--- src/rtl/hazard_ctrl_pkg.sv ---
// Shared pipeline types for the hazard sequencer: forward selects, shadow entries, FSM states.
package hazard_ctrl_pkg;

    localparam int unsigned REG_AW = 5;
    localparam int unsigned CNT_W  = 32;

    typedef enum logic [1:0] {
        RD      = 2'd0,
        ALUOUTE = 2'd1,
        ALUOUTM = 2'd2,
        MEMDATA = 2'd3
    } fwd_sel_t;

    typedef struct packed {
        logic              v;
        logic [REG_AW-1:0] dst;
        logic              wb;
        logic              load;
    } haz_entry_t;

    typedef enum logic {
        RUN  = 1'b0,
        PEND = 1'b1
    } haz_state_t;

    // True when a shadow entry will write register ra.
    function automatic logic entry_hits(haz_entry_t ent, logic [REG_AW-1:0] ra);
        return ent.v & ent.wb & (ent.dst == ra);
    endfunction

endpackage

--- src/rtl/hazard_ctrl_if.sv ---
// Decode-side bundle between the decode stage (master) and the hazard sequencer (slave).
interface hazard_ctrl_if;
    import hazard_ctrl_pkg::*;

    logic              d_valid;
    logic [REG_AW-1:0] ra1;
    logic [REG_AW-1:0] ra2;
    logic              use_ra1;
    logic              use_ra2;
    logic [REG_AW-1:0] d_dst;
    logic              d_wb;
    logic              d_load;
    logic              branch;
    logic              i_busy;
    logic              d_busy;

    fwd_sel_t          fwd_a;
    fwd_sel_t          fwd_b;
    logic              stall_f;
    logic              stall_d;
    logic              stall_e;
    logic              stall_m;
    logic              flush_d;
    logic              flush_e;
    logic              pc_redirect;
    logic [CNT_W-1:0]  stall_cnt;

    modport master (
        output d_valid, ra1, ra2, use_ra1, use_ra2, d_dst, d_wb, d_load,
               branch, i_busy, d_busy,
        input  fwd_a, fwd_b, stall_f, stall_d, stall_e, stall_m,
               flush_d, flush_e, pc_redirect, stall_cnt
    );

    modport slave (
        input  d_valid, ra1, ra2, use_ra1, use_ra2, d_dst, d_wb, d_load,
               branch, i_busy, d_busy,
        output fwd_a, fwd_b, stall_f, stall_d, stall_e, stall_m,
               flush_d, flush_e, pc_redirect, stall_cnt
    );

endinterface

--- src/rtl/hazard_ctrl_fwd_select.sv ---
// Per-operand forwarding select from the Execute/Memory shadow entries; youngest producer wins.
module fwd_select
    import hazard_ctrl_pkg::*;
(
    input  logic [REG_AW-1:0] ra,
    input  logic              use_ra,
    input  haz_entry_t        ent_e,
    input  haz_entry_t        ent_m,
    output fwd_sel_t          sel_c
);

    always_comb begin
        sel_c = RD;
        if ((ra == '0) || !use_ra) begin
            sel_c = RD;
        end else if (entry_hits(ent_e, ra)) begin
            sel_c = ALUOUTE;
        end else if (entry_hits(ent_m, ra)) begin
            sel_c = ent_m.load ? MEMDATA : ALUOUTM;
        end
    end

endmodule

--- src/rtl/hazard_ctrl.sv ---
// Pipeline sequencer beside decode: shadow E/M record, forwarding selects, stall/flush,
// branch-redirect tracking across busy instruction fetches, and a saturating stall counter.
module hazard_ctrl
    import hazard_ctrl_pkg::*;
(
    input  logic        clk,
    input  logic        reset,
    hazard_ctrl_if.slave hz
);

    haz_entry_t       ent_e;
    haz_entry_t       ent_m;
    haz_state_t       state;
    haz_state_t       state_nxt;
    logic [CNT_W-1:0] stall_cnt_q;

    fwd_sel_t fwd_a_c;
    fwd_sel_t fwd_b_c;
    logic     load_use_c;
    logic     stall_f_c;
    logic     stall_d_c;
    logic     stall_e_c;
    logic     stall_m_c;
    logic     flush_d_c;
    logic     flush_e_c;
    logic     redirect_c;

    fwd_select u_fwd_a (
        .ra     (hz.ra1),
        .use_ra (hz.use_ra1),
        .ent_e  (ent_e),
        .ent_m  (ent_m),
        .sel_c  (fwd_a_c)
    );

    fwd_select u_fwd_b (
        .ra     (hz.ra2),
        .use_ra (hz.use_ra2),
        .ent_e  (ent_e),
        .ent_m  (ent_m),
        .sel_c  (fwd_b_c)
    );

    // A load in Execute feeding an operand decode actually reads.
    assign load_use_c = ent_e.load & (ent_e.dst != '0) &
                        ((hz.use_ra1 & entry_hits(ent_e, hz.ra1)) |
                         (hz.use_ra2 & entry_hits(ent_e, hz.ra2)));

    // Next state and stage controls; d_busy freezes everything, reset forces all controls low.
    always_comb begin
        state_nxt  = state;
        stall_f_c  = 1'b0;
        stall_d_c  = 1'b0;
        stall_e_c  = 1'b0;
        stall_m_c  = 1'b0;
        flush_d_c  = 1'b0;
        flush_e_c  = 1'b0;
        redirect_c = 1'b0;
        if (!reset) begin
            state_nxt = RUN;
        end else if (hz.d_busy) begin
            stall_f_c = 1'b1;
            stall_d_c = 1'b1;
            stall_e_c = 1'b1;
            stall_m_c = 1'b1;
        end else begin
            if (load_use_c) begin
                stall_f_c = 1'b1;
                stall_d_c = 1'b1;
                flush_e_c = 1'b1;
            end
            // A held decode instruction must not be replaced by the fetch bubble.
            if (hz.i_busy) begin
                stall_f_c = 1'b1;
                flush_d_c = !load_use_c;
            end
            unique case (state)
                RUN: begin
                    if (hz.branch && !load_use_c) begin
                        if (hz.i_busy) begin
                            state_nxt = PEND;
                        end else begin
                            redirect_c = 1'b1;
                            flush_d_c  = 1'b1;
                        end
                    end
                end
                PEND: begin
                    stall_f_c = 1'b1;
                    flush_d_c = 1'b1;
                    if (!hz.i_busy) begin
                        redirect_c = 1'b1;
                        state_nxt  = RUN;
                    end
                end
                default: state_nxt = RUN;
            endcase
        end
    end

    always_ff @(posedge clk or negedge reset) begin
        if (!reset) begin
            state <= RUN;
        end else begin
            state <= state_nxt;
        end
    end

    // Shadow record advances with the pipe unless data memory freezes it.
    always_ff @(posedge clk or negedge reset) begin
        if (!reset) begin
            ent_e <= '0;
            ent_m <= '0;
        end else if (!hz.d_busy) begin
            ent_e <= '{v:    hz.d_valid & ~flush_e_c,
                       dst:  hz.d_dst,
                       wb:   hz.d_wb,
                       load: hz.d_load};
            ent_m <= ent_e;
        end
    end

    always_ff @(posedge clk or negedge reset) begin
        if (!reset) begin
            stall_cnt_q <= '0;
        end else if (stall_d_c && (stall_cnt_q != '1)) begin
            stall_cnt_q <= stall_cnt_q + CNT_W'(1);
        end
    end

    assign hz.fwd_a       = fwd_a_c;
    assign hz.fwd_b       = fwd_b_c;
    assign hz.stall_f     = stall_f_c;
    assign hz.stall_d     = stall_d_c;
    assign hz.stall_e     = stall_e_c;
    assign hz.stall_m     = stall_m_c;
    assign hz.flush_d     = flush_d_c;
    assign hz.flush_e     = flush_e_c;
    assign hz.pc_redirect = redirect_c;
    assign hz.stall_cnt   = stall_cnt_q;

endmodule

--- src/flat_wrapper.sv ---
// flat-port wrapper written by rule: the top's interface ports become plain ports
module hazard_ctrl_flat import hazard_ctrl_pkg::*;
  (clk, reset, hz_d_valid, hz_ra1, hz_ra2, hz_use_ra1, hz_use_ra2, hz_d_dst, hz_d_wb, hz_d_load, hz_branch, hz_i_busy, hz_d_busy, hz_fwd_a, hz_fwd_b, hz_stall_f, hz_stall_d, hz_stall_e, hz_stall_m, hz_flush_d, hz_flush_e, hz_pc_redirect, hz_stall_cnt);
  hazard_ctrl_if hz_i ();
  input  logic clk;
  input  logic reset;
  input wire logic [$bits(hz_i.d_valid)-1:0] hz_d_valid;
  input wire logic [$bits(hz_i.ra1)-1:0] hz_ra1;
  input wire logic [$bits(hz_i.ra2)-1:0] hz_ra2;
  input wire logic [$bits(hz_i.use_ra1)-1:0] hz_use_ra1;
  input wire logic [$bits(hz_i.use_ra2)-1:0] hz_use_ra2;
  input wire logic [$bits(hz_i.d_dst)-1:0] hz_d_dst;
  input wire logic [$bits(hz_i.d_wb)-1:0] hz_d_wb;
  input wire logic [$bits(hz_i.d_load)-1:0] hz_d_load;
  input wire logic [$bits(hz_i.branch)-1:0] hz_branch;
  input wire logic [$bits(hz_i.i_busy)-1:0] hz_i_busy;
  input wire logic [$bits(hz_i.d_busy)-1:0] hz_d_busy;
  output wire logic [$bits(hz_i.fwd_a)-1:0] hz_fwd_a;
  output wire logic [$bits(hz_i.fwd_b)-1:0] hz_fwd_b;
  output wire logic [$bits(hz_i.stall_f)-1:0] hz_stall_f;
  output wire logic [$bits(hz_i.stall_d)-1:0] hz_stall_d;
  output wire logic [$bits(hz_i.stall_e)-1:0] hz_stall_e;
  output wire logic [$bits(hz_i.stall_m)-1:0] hz_stall_m;
  output wire logic [$bits(hz_i.flush_d)-1:0] hz_flush_d;
  output wire logic [$bits(hz_i.flush_e)-1:0] hz_flush_e;
  output wire logic [$bits(hz_i.pc_redirect)-1:0] hz_pc_redirect;
  output wire logic [$bits(hz_i.stall_cnt)-1:0] hz_stall_cnt;
  assign hz_i.d_valid = hz_d_valid;
  assign hz_i.ra1 = hz_ra1;
  assign hz_i.ra2 = hz_ra2;
  assign hz_i.use_ra1 = hz_use_ra1;
  assign hz_i.use_ra2 = hz_use_ra2;
  assign hz_i.d_dst = hz_d_dst;
  assign hz_i.d_wb = hz_d_wb;
  assign hz_i.d_load = hz_d_load;
  assign hz_i.branch = hz_branch;
  assign hz_i.i_busy = hz_i_busy;
  assign hz_i.d_busy = hz_d_busy;
  assign hz_fwd_a = hz_i.fwd_a;
  assign hz_fwd_b = hz_i.fwd_b;
  assign hz_stall_f = hz_i.stall_f;
  assign hz_stall_d = hz_i.stall_d;
  assign hz_stall_e = hz_i.stall_e;
  assign hz_stall_m = hz_i.stall_m;
  assign hz_flush_d = hz_i.flush_d;
  assign hz_flush_e = hz_i.flush_e;
  assign hz_pc_redirect = hz_i.pc_redirect;
  assign hz_stall_cnt = hz_i.stall_cnt;
  hazard_ctrl u_core (.clk(clk), .reset(reset), .hz(hz_i));
endmodule
--- config.mk ---
export PLATFORM = sky130hd
export DESIGN_NAME = hazard_ctrl_flat
export DESIGN_NICKNAME = d
export VERILOG_FILES = /design/src/rtl/hazard_ctrl_pkg.sv /design/src/rtl/hazard_ctrl_if.sv /design/src/rtl/hazard_ctrl_fwd_select.sv /design/src/rtl/hazard_ctrl.sv /design/src/flat_wrapper.sv
export SDC_FILE = /design/constraint.sdc
export NUM_CORES = 1
export LEC_CHECK = 0
export CAP_MARGIN = 20
export CORE_ASPECT_RATIO = 0.7
export CORE_UTILIZATION = 39
export CTS_BUF_LIST = sky130_fd_sc_hd__clkbuf_2
export DETAILED_ROUTE_END_ITERATION = 8
export PLACE_DENSITY = 0.66
export SLEW_MARGIN = 20
export SYNTH_ARGS = -nofsm -noshare
export SYNTH_HDL_FRONTEND = slang
export SYNTH_SLANG_ARGS = --single-unit
--- constraint.sdc ---
create_clock -name clk -period 2.6 [get_ports clk]
set_clock_uncertainty 0.2 [all_clocks]
set_input_delay 0.52 -clock clk [delete_from_list [all_inputs] [get_ports clk]]
set_output_delay 0.52 -clock clk [all_outputs]
set_load 0.05 [all_outputs]
==> metrics.md, run 1 <==
| Metric | Value |
|---|---|
| Final WL | `6690 µm` |
| Vias in the first global route | `2135` |
| Die Width | `99.5 µm` |
| Worst slack at placement | `-0.558 ns` |
| Chip height | `70.3 µm` |
| Worst Hold Slack | `0.0522 ns` |
| Avg Cell Area, Syn | `10.6 µm²` |
| IO Pins | `68` |
| CP bufs+invs | `1` |
| Post-Syn Instances | `245` |
| Mapped cell area | `0.00260 mm²` |
| Post-route DRC | `0` |
| Port bufs | `67` |
| Total power | `1.90 mW` |
| Post-place instance area | `0.00360 mm²` |
| Longest Clk Path Bufs | `2` |
| Final core occ | `62.1%` |
| Initial antenna violation count | `0` |
| Synth top area cells | `dfrtp_1, xnor2_1, mux2_2, xor2_1, nand4_1` |
| HP Class | `in2async` |
| Global route overflow | `0` |
| Design Area, Final | `0.00394 mm²` |
| Worst-path clk slew | `0.25 ns` |
| Worst EP arrival | `2.31 ns` |
| DPL Wire Length | `4670 µm` |
| Internal Power | `1.26 mW` |
| Layout area overhead | `51.5%` |
| Max-Cap Viols | `0` |
| Critical path cell sequence | `xor2_1 -> nor4_2 -> and4_1 -> o21ai_2 -> and2b_2 -> a21oi_4 -> buf_12` |
| Final Cycle Share | `116%` |
| Num CTS Buffers | `5` |
| Pleak | `1.65 nW` |
| Unique masters post-synth | `32` |
| CTS tree | `done` |
| Pwr Density | `483 mW/mm²` |
| Vias after detailed routing | `2278` |
| Failing checks | `negative setup slack` |
| RSZ-0062 raised after global routing | `true` |
| Setup ws final | `-0.426 ns` |
| Initial Util | `41.0%` |
| Post-synthesis sequential area ratio | `47.2%` |
| Worst Tran Pin Value | `0.555 ns` |
| CP max FO | `4` |
| Clock latency on the worst-skew pair | `0.41 ns` |
| Logic pwr share | `30.9%` |
| Nets@finish | `375` |
| Reg power frac | `48.2%` |
| Max IR drop VDD | `0.000646 V` |
| First-pass GRT wire length | `10700 µm` |
| Row cnt | `24` |
| GRT Overall Usage | `19.6%` |
| H-tree depth | `2` |
| Setup CP Type | `reg2out` |
| Synthesis Warnings | `0` |
| Switching Fraction | `33.8%` |
| Wire length per cell | `15.2 µm` |
| Root buffer cell | `clkbuf_2` |
| Share of cells above drive strength 1 | `28.3%` |
| Fillers | `539` |
| Clock power share | `20.9%` |
| Die area | `0.00700 mm²` |
| Final Hold Violating Endpoints | `0` |
| Synth top area share | `47.2%` |
| Final min period | `3.03 ns` |
| CTS Sinks | `49` |
| P_sw | `0.644 mW` |
| Max frequency | `0.330 GHz` |
| ANT nets after route | `0` |
| Antenna Cells | `0` |
| Area leader, netlist | `dfrtp_1` |
| Pins Over Slew Limit | `0` |
| Register bit count reported by yosys | `49` |
| Crit end category | `output pin` |
| Area of the core | `0.00634 mm²` |
| Crit-path slowest cell | `dfrtp_2` |
| Critical Path RT | `1.88 ns` |
| Post-Syn Nets | `271` |
| Largest net degree at the start of global routing | `45` |
| Vias per cell | `5.17` |
| First-pass DRT Iterations | `4` |
| Area of the multi-input gates | `0.00151 mm²` |
| Critical Path Max Stage Delay | `0.49 ns` |
| Setup violations, final | `10` |
| CP top delay family | `simple AND/OR/NAND/NOR gates` |
| Slew margin rel. | `63.0%` |
| Starting DRT DRC Count | `173` |
| Register area | `0.00123 mm²` |
| Outcome | `finished with violations` |
| RD Place Congestion | `0.784` |
| Startpoint types | `flip-flop` |
-- synth_stat cells --
master / n
o21ai_0: 6
o21ai_1: 1
mux2_2: 16
xnor2_1: 34
ha_1: 1
inv_1: 4
buf_4: 1
o31a_4: 1
clkbuf_1: 2
nand2_1: 21
or4_1: 3
and3_1: 9
o21a_4: 1
nor4_2: 1
a21oi_1: 4
and2b_1: 1
nand4_1: 18
nor3_1: 5
nor2b_1: 2
dfrtp_1: 49
xor2_1: 16
nor2_1: 9
nand2b_1: 3
o21a_1: 2
buf_2: 1
buf_6: 2
or2_1: 1
nand3_1: 14
and4_1: 6
nor4_1: 6
o21ai_2: 1
and2_1: 4
-- worst register-to-register path, stage by stage, from the launching register on --
cell and delay, ns:
dfrtp_1 0.46, buf_6 0.14, or4_4 0.51, o21a_1 0.21, buf_4 0.14, o21a_1 0.17
o31a_4 0.12, buf_6 0.15, o21ai_4 0.13, buf_6 0.16, nor2_1 0.05, xor2_1 0.14
-- through the flow --
| stage | std cells | setup TNS (ns) |
|---|---|---|
| 6_report | 441 | -2.12 |
| 3_3_place_gp | 421 | -13.27 |
| 4_1_cts | 434 | -2.59 |
| 5_1_grt | 441 | -4.25 |
| 2_1_floorplan | 245 | -0.164 |
| 3_5_place_dp | 421 | -14.59 |
-- power groups by stage --
| stage | sequential [mW] | clock [mW] | combinational (mW) |
|---|---|---|---|
| 2_1_floorplan | 1.05 | 0 | 0.191 |
| 3_3_place_gp | 0.932 | 0 | 0.538 |
| 3_5_place_dp | 0.932 | 0 | 0.545 |
| 4_1_cts | 0.919 | 0.418 | 0.565 |
| 5_1_grt | 0.929 | 0.446 | 0.628 |
| 6_report | 0.917 | 0.399 | 0.588 |
-- timing repair --
action,in CTS,in global routing
endpoints found under the hold margin,5,0
buffers inserted,4,5
pin swaps,18,16
setup endpoints to repair,10,38
gates cloned,0,3
resized for setup,47,12
hold buffers,1,0
-- cells by family after synthesis --
logic type	after synthesis	share of synthesized area, %
buffers and inverters	10	2.22
AOI/OAI and AO/OA	16	4.29
DFF	49	47.2
adders and majority gates	1	0.482
and+or+nand+nor	103	22.0
xor gates and xnor gates	50	16.9
muxes	16	6.94
-- placed cells by master, fill, tap and decap left out, drive strengths merged, types with 2 or more instances in the layout --
| master | n |
|---|---|
| a21oi | 4 |
| buf | 44 |
| nand3 | 14 |
| and3 | 9 |
| or4 | 3 |
| clkbuf | 7 |
| nor2 | 9 |
| inv | 4 |
| dlygate4sd2 | 6 |
| o21a | 6 |
| nand2 | 21 |
| and2 | 4 |
| and4 | 6 |
| mux2 | 16 |
| nor3 | 5 |
| clkdlybuf4s50 | 45 |
| nor4 | 7 |
| nand2b | 3 |
| nand4 | 18 |
| nor2b | 2 |
| dfrtp | 49 |
| xor2 | 16 |
| clkdlybuf4s15 | 3 |
| xnor2 | 34 |
| o21ai | 8 |
-- state kept, by name, indices dropped and copies added (netlist names) --
name                 flops
u_core.hz.stall_cnt     32
u_core.ent_e             8
u_core.state             1
u_core.ent_m             8
-- area by class of cell --
type,instances,share of cell area [%]
Clock buffer,6,0.763
Clock inverter,2,0.858
Inverter,4,0.381
Multi-Input combinational cell,189,38.4
Sequential cell,49,31.2
Tap cell,91,2.89
Timing Repair Buffer,100,25.5
-- final timing paths --
| path | startpoint | to | slack (ns) | cells past startpoint |
|---|---|---|---|---|
| worst max-delay path | u_core.ent_e[6]$_DFFE_PN0N_ | hz_stall_f | -0.43 | 7 |
| worst min-delay path | reset | u_core.hz.stall_cnt[18]$_DFFE_PN0P_ | 0.05 | 2 |
| worst max register to register | u_core.ent_e[4]$_DFFE_PN0N_ | u_core.hz.stall_cnt[20]$_DFFE_PN0P_ | -0.02 | 11 |
| worst min register to register | u_core.hz.stall_cnt[22]$_DFFE_PN0P_ | u_core.hz.stall_cnt[22]$_DFFE_PN0P_ | 0.31 | 1 |
| max in group asynchronous | reset | u_core.ent_e[7]$_DFFE_PN0N_ | 1.58 | 2 |
| min in group clk | reset | u_core.state$_DFFE_PN0N_ | 0.20 | 3 |
-- layer usage --
metal	part of all wire, %	GRT usage [%]	vias up
li1	-	-	1086
met1	48	29.1	1111
met2	45	29.0	79
met3	6.4	4.10	2
met4	0.28	4.90	0
met5	0	0	-
Note: power is estimated with default switching activity, not from simulation.
==> run 2: changes to the inputs <==
--- a/config.mk
+++ b/config.mk
@@ -7,10 +7,10 @@
 export LEC_CHECK = 0
 export CAP_MARGIN = 20
 export CORE_ASPECT_RATIO = 0.7
-export CORE_UTILIZATION = 39
+export CORE_UTILIZATION = 45
 export CTS_BUF_LIST = sky130_fd_sc_hd__clkbuf_2
 export DETAILED_ROUTE_END_ITERATION = 8
-export PLACE_DENSITY = 0.66
+export PLACE_DENSITY = 0.75
 export SLEW_MARGIN = 20
 export SYNTH_ARGS = -nofsm -noshare
 export SYNTH_HDL_FRONTEND = slang
==> metrics.md, run 2 (synthesis results as in run 1) <==
| Metric | Value |
|---|---|
| Outcome | `finished with violations` |
| Failing checks | `negative setup slack` |
| H-tree depth | `2` |
| Register area | `0.00123 mm²` |
| Crit. Startpoint | `u_core.ent_e[4]$_DFFE_PN0N_` |
| R2r startpoint | `u_core.ent_e[6]$_DFFE_PN0N_` |
| Worst EP arrival | `2.32 ns` |
| Setup ws final | `-0.443 ns` |
| Final WL | `6920 µm` |
| Crit end category | `output pin` |
| Starting DRT DRC Count | `150` |
| Die Width | `92.8 µm` |
| Fillers | `399` |
| Post-route DRC | `0` |
| Final min period | `3.04 ns` |
| Area of the core | `0.00540 mm²` |
| Non-Filler Instances | `422` |
| Logic pwr share | `32.1%` |
| Initial antenna violation count | `0` |
| Critical Path Max Stage Delay | `0.47 ns` |
| Most frequent cells in the layout | `clkdlybuf4s50_1, dfrtp_1, xnor2_1` |
| Vias per cell | `5.38` |
| Share of cells above drive strength 1 | `29.7%` |
| Antenna Cells | `0` |
| Vias after detailed routing | `2270` |
| Die area | `0.00608 mm²` |
| Root buffer cell | `clkbuf_2` |
| Largest net degree at the start of global routing | `43` |
| First-pass DRT Iterations | `4` |
| First-pass GRT wire length | `10800 µm` |
| Crit-path slowest cell | `dfrtp_1` |
| Wire length per cell | `16.4 µm` |
| Final Hold Violating Endpoints | `0` |
| ANT nets after route | `0` |
| Post-Place Cells | `402` |
| GRT Overall Usage | `23.1%` |
| Pins Over Slew Limit | `0` |
| Row cnt | `22` |
| Chip height | `65.6 µm` |
| Worst-path clk slew | `0.24 ns` |
| HP Class | `in2async` |
| DPL Wire Length | `4790 µm` |
| Worst slack at placement | `-0.571 ns` |
| RD Place Congestion | `0.883` |
| Worst Hold Slack | `0.0546 ns` |
| Num CTS Buffers | `5` |
| Pleak | `1.70 nW` |
| RSZ-0062 raised after global routing | `true` |
| IO Pins | `68` |
| Layout area overhead | `53.0%` |
| Setup CP Type | `reg2out` |
| Most common cell after layout, fill and taps aside | `clkdlybuf4s50_1` |
| Area of the multi-input gates | `0.00155 mm²` |
| Max IR drop VDD | `0.000667 V` |
| Startpoint types | `flip-flop` |
| Switching Fraction | `34.5%` |
| CTS Sinks | `49` |
| Critical path cell sequence | `buf_6 -> xor2_2 -> nor4_4 -> and4_4 -> o21ai_4 -> and2b_1 -> a21oi_4 -> buf_12` |
| Pwr Density | `491 mW/mm²` |
| CTS tree | `done` |
| Longest Clk Path Bufs | `2` |
| Worst Tran Pin Value | `0.534 ns` |
| Final Cycle Share | `117%` |
| Port bufs | `67` |
| Setup violations, final | `11` |
| Vias in the first global route | `2200` |
| Slew margin rel. | `64.4%` |
| Critical Path RT | `1.88 ns` |
| Max FFs per register | `32` |
| Max frequency | `0.329 GHz` |
| Initial Util | `48.1%` |
| Global route overflow | `0` |
| Clock latency on the worst-skew pair | `0.42 ns` |
| Total Neg Setup Slack | `-2.73 ns` |
| Nets@finish | `375` |
| CP max FO | `4` |
| Clock power share | `20.7%` |
| Max-Cap Viols | `0` |
| P_sw | `0.674 mW` |
| Internal Power | `1.28 mW` |
| Reg power frac | `47.1%` |
## run 2: final timing paths
path                                                       endpoint  cells past startpoint  slack, ns
worst max-delay path                                     hz_stall_f                      8      -0.44
max in group asynchronous               u_core.ent_m[7]$_DFFE_PN0N_                      2       1.50
worst max register to register  u_core.hz.stall_cnt[21]$_DFFE_PN0P_                     11      -0.03
worst min register to register  u_core.hz.stall_cnt[22]$_DFFE_PN0P_                      1       0.31
worst min-delay path            u_core.hz.stall_cnt[28]$_DFFE_PN0P_                      2       0.05
min in group clk                           u_core.state$_DFFE_PN0N_                      3       0.21
## run 2: per-stage QoR
step / total power, mW / util (%) / cell area (µm²)
floorplan: 1.24 / - / 2630
global placement: 1.48 / 66.3 / 3580
detailed placement: 1.49 / 66.3 / 3580
CTS: 1.91 / 69.7 / 3760
global route: 2.04 / 73.7 / 3970
finish: 1.95 / 73.7 / 3970
## run 2: final cells by class
class,instances,share of cell area (%)
well taps,72,2.27
clock buffers,6,0.756
repair buffers,101,25.8
flip-flops and latches,49,30.9
inverters,4,0.378
clock inverters,2,0.850
multi-input cells,188,39.0
## run 2: critical path, delay by kind of cell, from the launching register on
| family | cells | cell delay [ns] |
|---|---|---|
| buf+inv | 2 | 0.29 |
| xor+xnor | 1 | 0.17 |
| simple gates | 3 | 0.75 |
| flops | 1 | 0.47 |
| compound gates | 2 | 0.22 |
## run 2: layer usage
metal	part of all wire (%)	global-route usage, %	vias up
met2	45	34.6	75
met5	0	0	-
met1	50	34.2	1112
met4	0.69	5.77	0
li1	-	-	1076
met3	4.7	4.51	7
## run 2: power groups by stage
stage               Combinational (mW)  Sequential, mW  Clock, mW
finish                           0.627           0.920      0.404
floorplan                        0.191            1.05          0
global placement                 0.555           0.922          0
CTS                              0.588           0.912      0.410
global route                     0.662           0.933      0.444
detailed placement               0.564           0.925          0
## run 2: what timing repair did
item,4_1_cts,5_1_grt
endpoints found under the hold margin,7,0
setup endpoints to repair,10,40
pin swaps,10,15
buffers inserted,7,4
hold buffers,1,0
cloned,0,2
gates resized for setup,32,33
==> run 3: changes to the inputs <==
--- a/config.mk
+++ b/config.mk
@@ -7,10 +7,11 @@
 export LEC_CHECK = 0
 export CAP_MARGIN = 20
 export CORE_ASPECT_RATIO = 0.7
-export CORE_UTILIZATION = 45
+export CORE_UTILIZATION = 50
 export CTS_BUF_LIST = sky130_fd_sc_hd__clkbuf_2
 export DETAILED_ROUTE_END_ITERATION = 8
-export PLACE_DENSITY = 0.75
+export PLACE_DENSITY = 0.82
+export SKIP_CTS_REPAIR_TIMING = 1
 export SLEW_MARGIN = 20
 export SYNTH_ARGS = -nofsm -noshare
 export SYNTH_HDL_FRONTEND = slang
==> metrics.md, run 3 (synthesis results as in run 1) <==
| Metric | Value |
|---|---|
| DPL Wire Length | `4780 µm` |
| Crit end category | `output pin` |
| Pins Over Slew Limit | `0` |
| Starting DRT DRC Count | `156` |
| Clock latency on the worst-skew pair | `0.42 ns` |
| Most frequent cells in the layout | `clkdlybuf4s50_1, dfrtp_1, xnor2_1` |
| Worst-path clk slew | `0.23 ns` |
| First-pass DRT Iterations | `4` |
| Global route overflow | `0` |
| Vias after detailed routing | `2317` |
| Pleak | `1.69 nW` |
| Final Hold Violating Endpoints | `0` |
| IO Pins | `68` |
| Layout area overhead | `50.3%` |
| Row cnt | `21` |
| R2r startpoint | `u_core.ent_e[4]$_DFFE_PN0N_` |
| Port bufs | `67` |
| Final min period | `3.17 ns` |
| RD Place Congestion | `0.845` |
| Nets@finish | `373` |
| Final WL | `7010 µm` |
| CTS Sinks | `49` |
| Root buffer cell | `clkbuf_2` |
| Worst slack at placement | `-0.592 ns` |
| HP Class | `in2async` |
| Share of cells above drive strength 1 | `28.6%` |
| Num CTS Buffers | `5` |
| Outcome | `finished with violations` |
| ANT nets after route | `0` |
| CP max FO | `5` |
| RSZ-0062 raised after global routing | `true` |
| Die area | `0.00549 mm²` |
| CTS tree | `done` |
| Antenna Cells | `0` |
| H-tree depth | `2` |
| Final Cycle Share | `122%` |
| Initial antenna violation count | `0` |
| Worst Tran Pin Value | `0.545 ns` |
| Max-Cap Viols | `0` |
| Critical Path RT | `1.88 ns` |
| Setup ws final | `-0.570 ns` |
| Vias in the first global route | `2116` |
| Total Neg Setup Slack | `-3.49 ns` |
| Startpoint types | `primary input` |
| Largest net degree at the start of global routing | `36` |
| Area of the core | `0.00489 mm²` |
| Crit. Startpoint | `hz_ra1[0]` |
| Pwr Density | `462 mW/mm²` |
| Most common cell after layout, fill and taps aside | `clkdlybuf4s50_1` |
| Die Width | `88.1 µm` |
| Vias per cell | `5.58` |
| Wire length per cell | `16.9 µm` |
| Setup violations, final | `24` |
| Max FFs per register | `32` |
| Setup CP Type | `in2out` |
| Max frequency | `0.316 GHz` |
| First-pass GRT wire length | `10000 µm` |
| Post-route DRC | `0` |
| Initial Util | `53.1%` |
| Worst EP arrival | `2.45 ns` |
| Slew margin rel. | `63.6%` |
| Chip height | `62.3 µm` |
| Longest Clk Path Bufs | `2` |
| Max IR drop VDD | `0.000706 V` |
| GRT Overall Usage | `24.1%` |
| Failing checks | `negative setup slack` |
[run 3: cell count changes in the layout (fill, tap and decap cells not counted), moves of 2 or more]
cell / delta
buf_4: +4
buf_6: -7
dlygate4sd2_1: -5
dlymetal6s2s_1: +7
nand2_1: +2
nor4_2: +3
nor4_4: -4
o21a_4: +2
[run 3: path summary, 6_finish.rpt]
path / cells past startpoint / slack, ns / endpoint
setup / recovery: 8 / -0.57 / hz_stall_f
hold reg to reg: 1 / 0.31 / u_core.hz.stall_cnt[27]$_DFFE_PN0P_
hold / removal: 2 / 0.01 / u_core.hz.stall_cnt[8]$_DFFE_PN0P_
min in group clk: 3 / 0.18 / u_core.state$_DFFE_PN0N_
setup reg to reg: 11 / -0.04 / u_core.hz.stall_cnt[15]$_DFFE_PN0P_
max in group asynchronous: 3 / 1.40 / u_core.hz.stall_cnt[26]$_DFFE_PN0P_
[run 3: report_power, final]
part | total [mW] | switching (mW) | internal, mW
Combinational | 0.602 | 0.334 | 0.268
Sequential | 0.918 | 0.0851 | 0.832
Clock | 0.286 | 0.231 | 0.0548
[run 3: layout make-up]
| cell class | count | area [µm²] |
|---|---|---|
| timing repair buffer | 98 | 1000 |
| sequential | 49 | 1230 |
| inverter | 4 | 15.0 |
| multi-input combinational | 189 | 1540 |
| clock inverter | 1 | 5.00 |
| tap | 69 | 86.3 |
| clock buffer | 5 | 25.0 |
| fill | 321 | 982 |
[run 3: worst max-delay path: stages]
cell,delay (ns)
clkdlybuf4s50_1,0.46
xor2_1,0.17
nor4_2,0.37
and4_4,0.31
o21ai_4,0.08
and2b_2,0.24
a21oi_4,0.15
buf_12,0.15
[run 3: stage by stage]
| stage | hold WS, ns | cell area, µm² | std cells | total power, mW | utilization [%] |
|---|---|---|---|---|---|
| floorplan | 0.0244 | 2630 | 245 | 1.24 | - |
| global placement | 0.186 | 3580 | 400 | 1.47 | 73.3 |
| detailed placement | 0.187 | 3580 | 400 | 1.49 | 73.3 |
| CTS | -0.299 | 3610 | 406 | 1.77 | 73.9 |
| global route | 0.0137 | 3910 | 415 | 1.89 | 79.9 |
| finish | 0.0137 | 3910 | 415 | 1.81 | 79.9 |
[run 3: metal layers]
metal / vias up / global-route usage [%] / wire [µm] / part of all wire [%]
met5: - / 0 / 0 / 0
met4: 0 / 7.26 / 79 / 1.1
met3: 7 / 5.45 / 520 / 7.4
met2: 86 / 36.9 / 3240 / 46
met1: 1152 / 34.2 / 3180 / 45
li1: 1072 / - / - / -
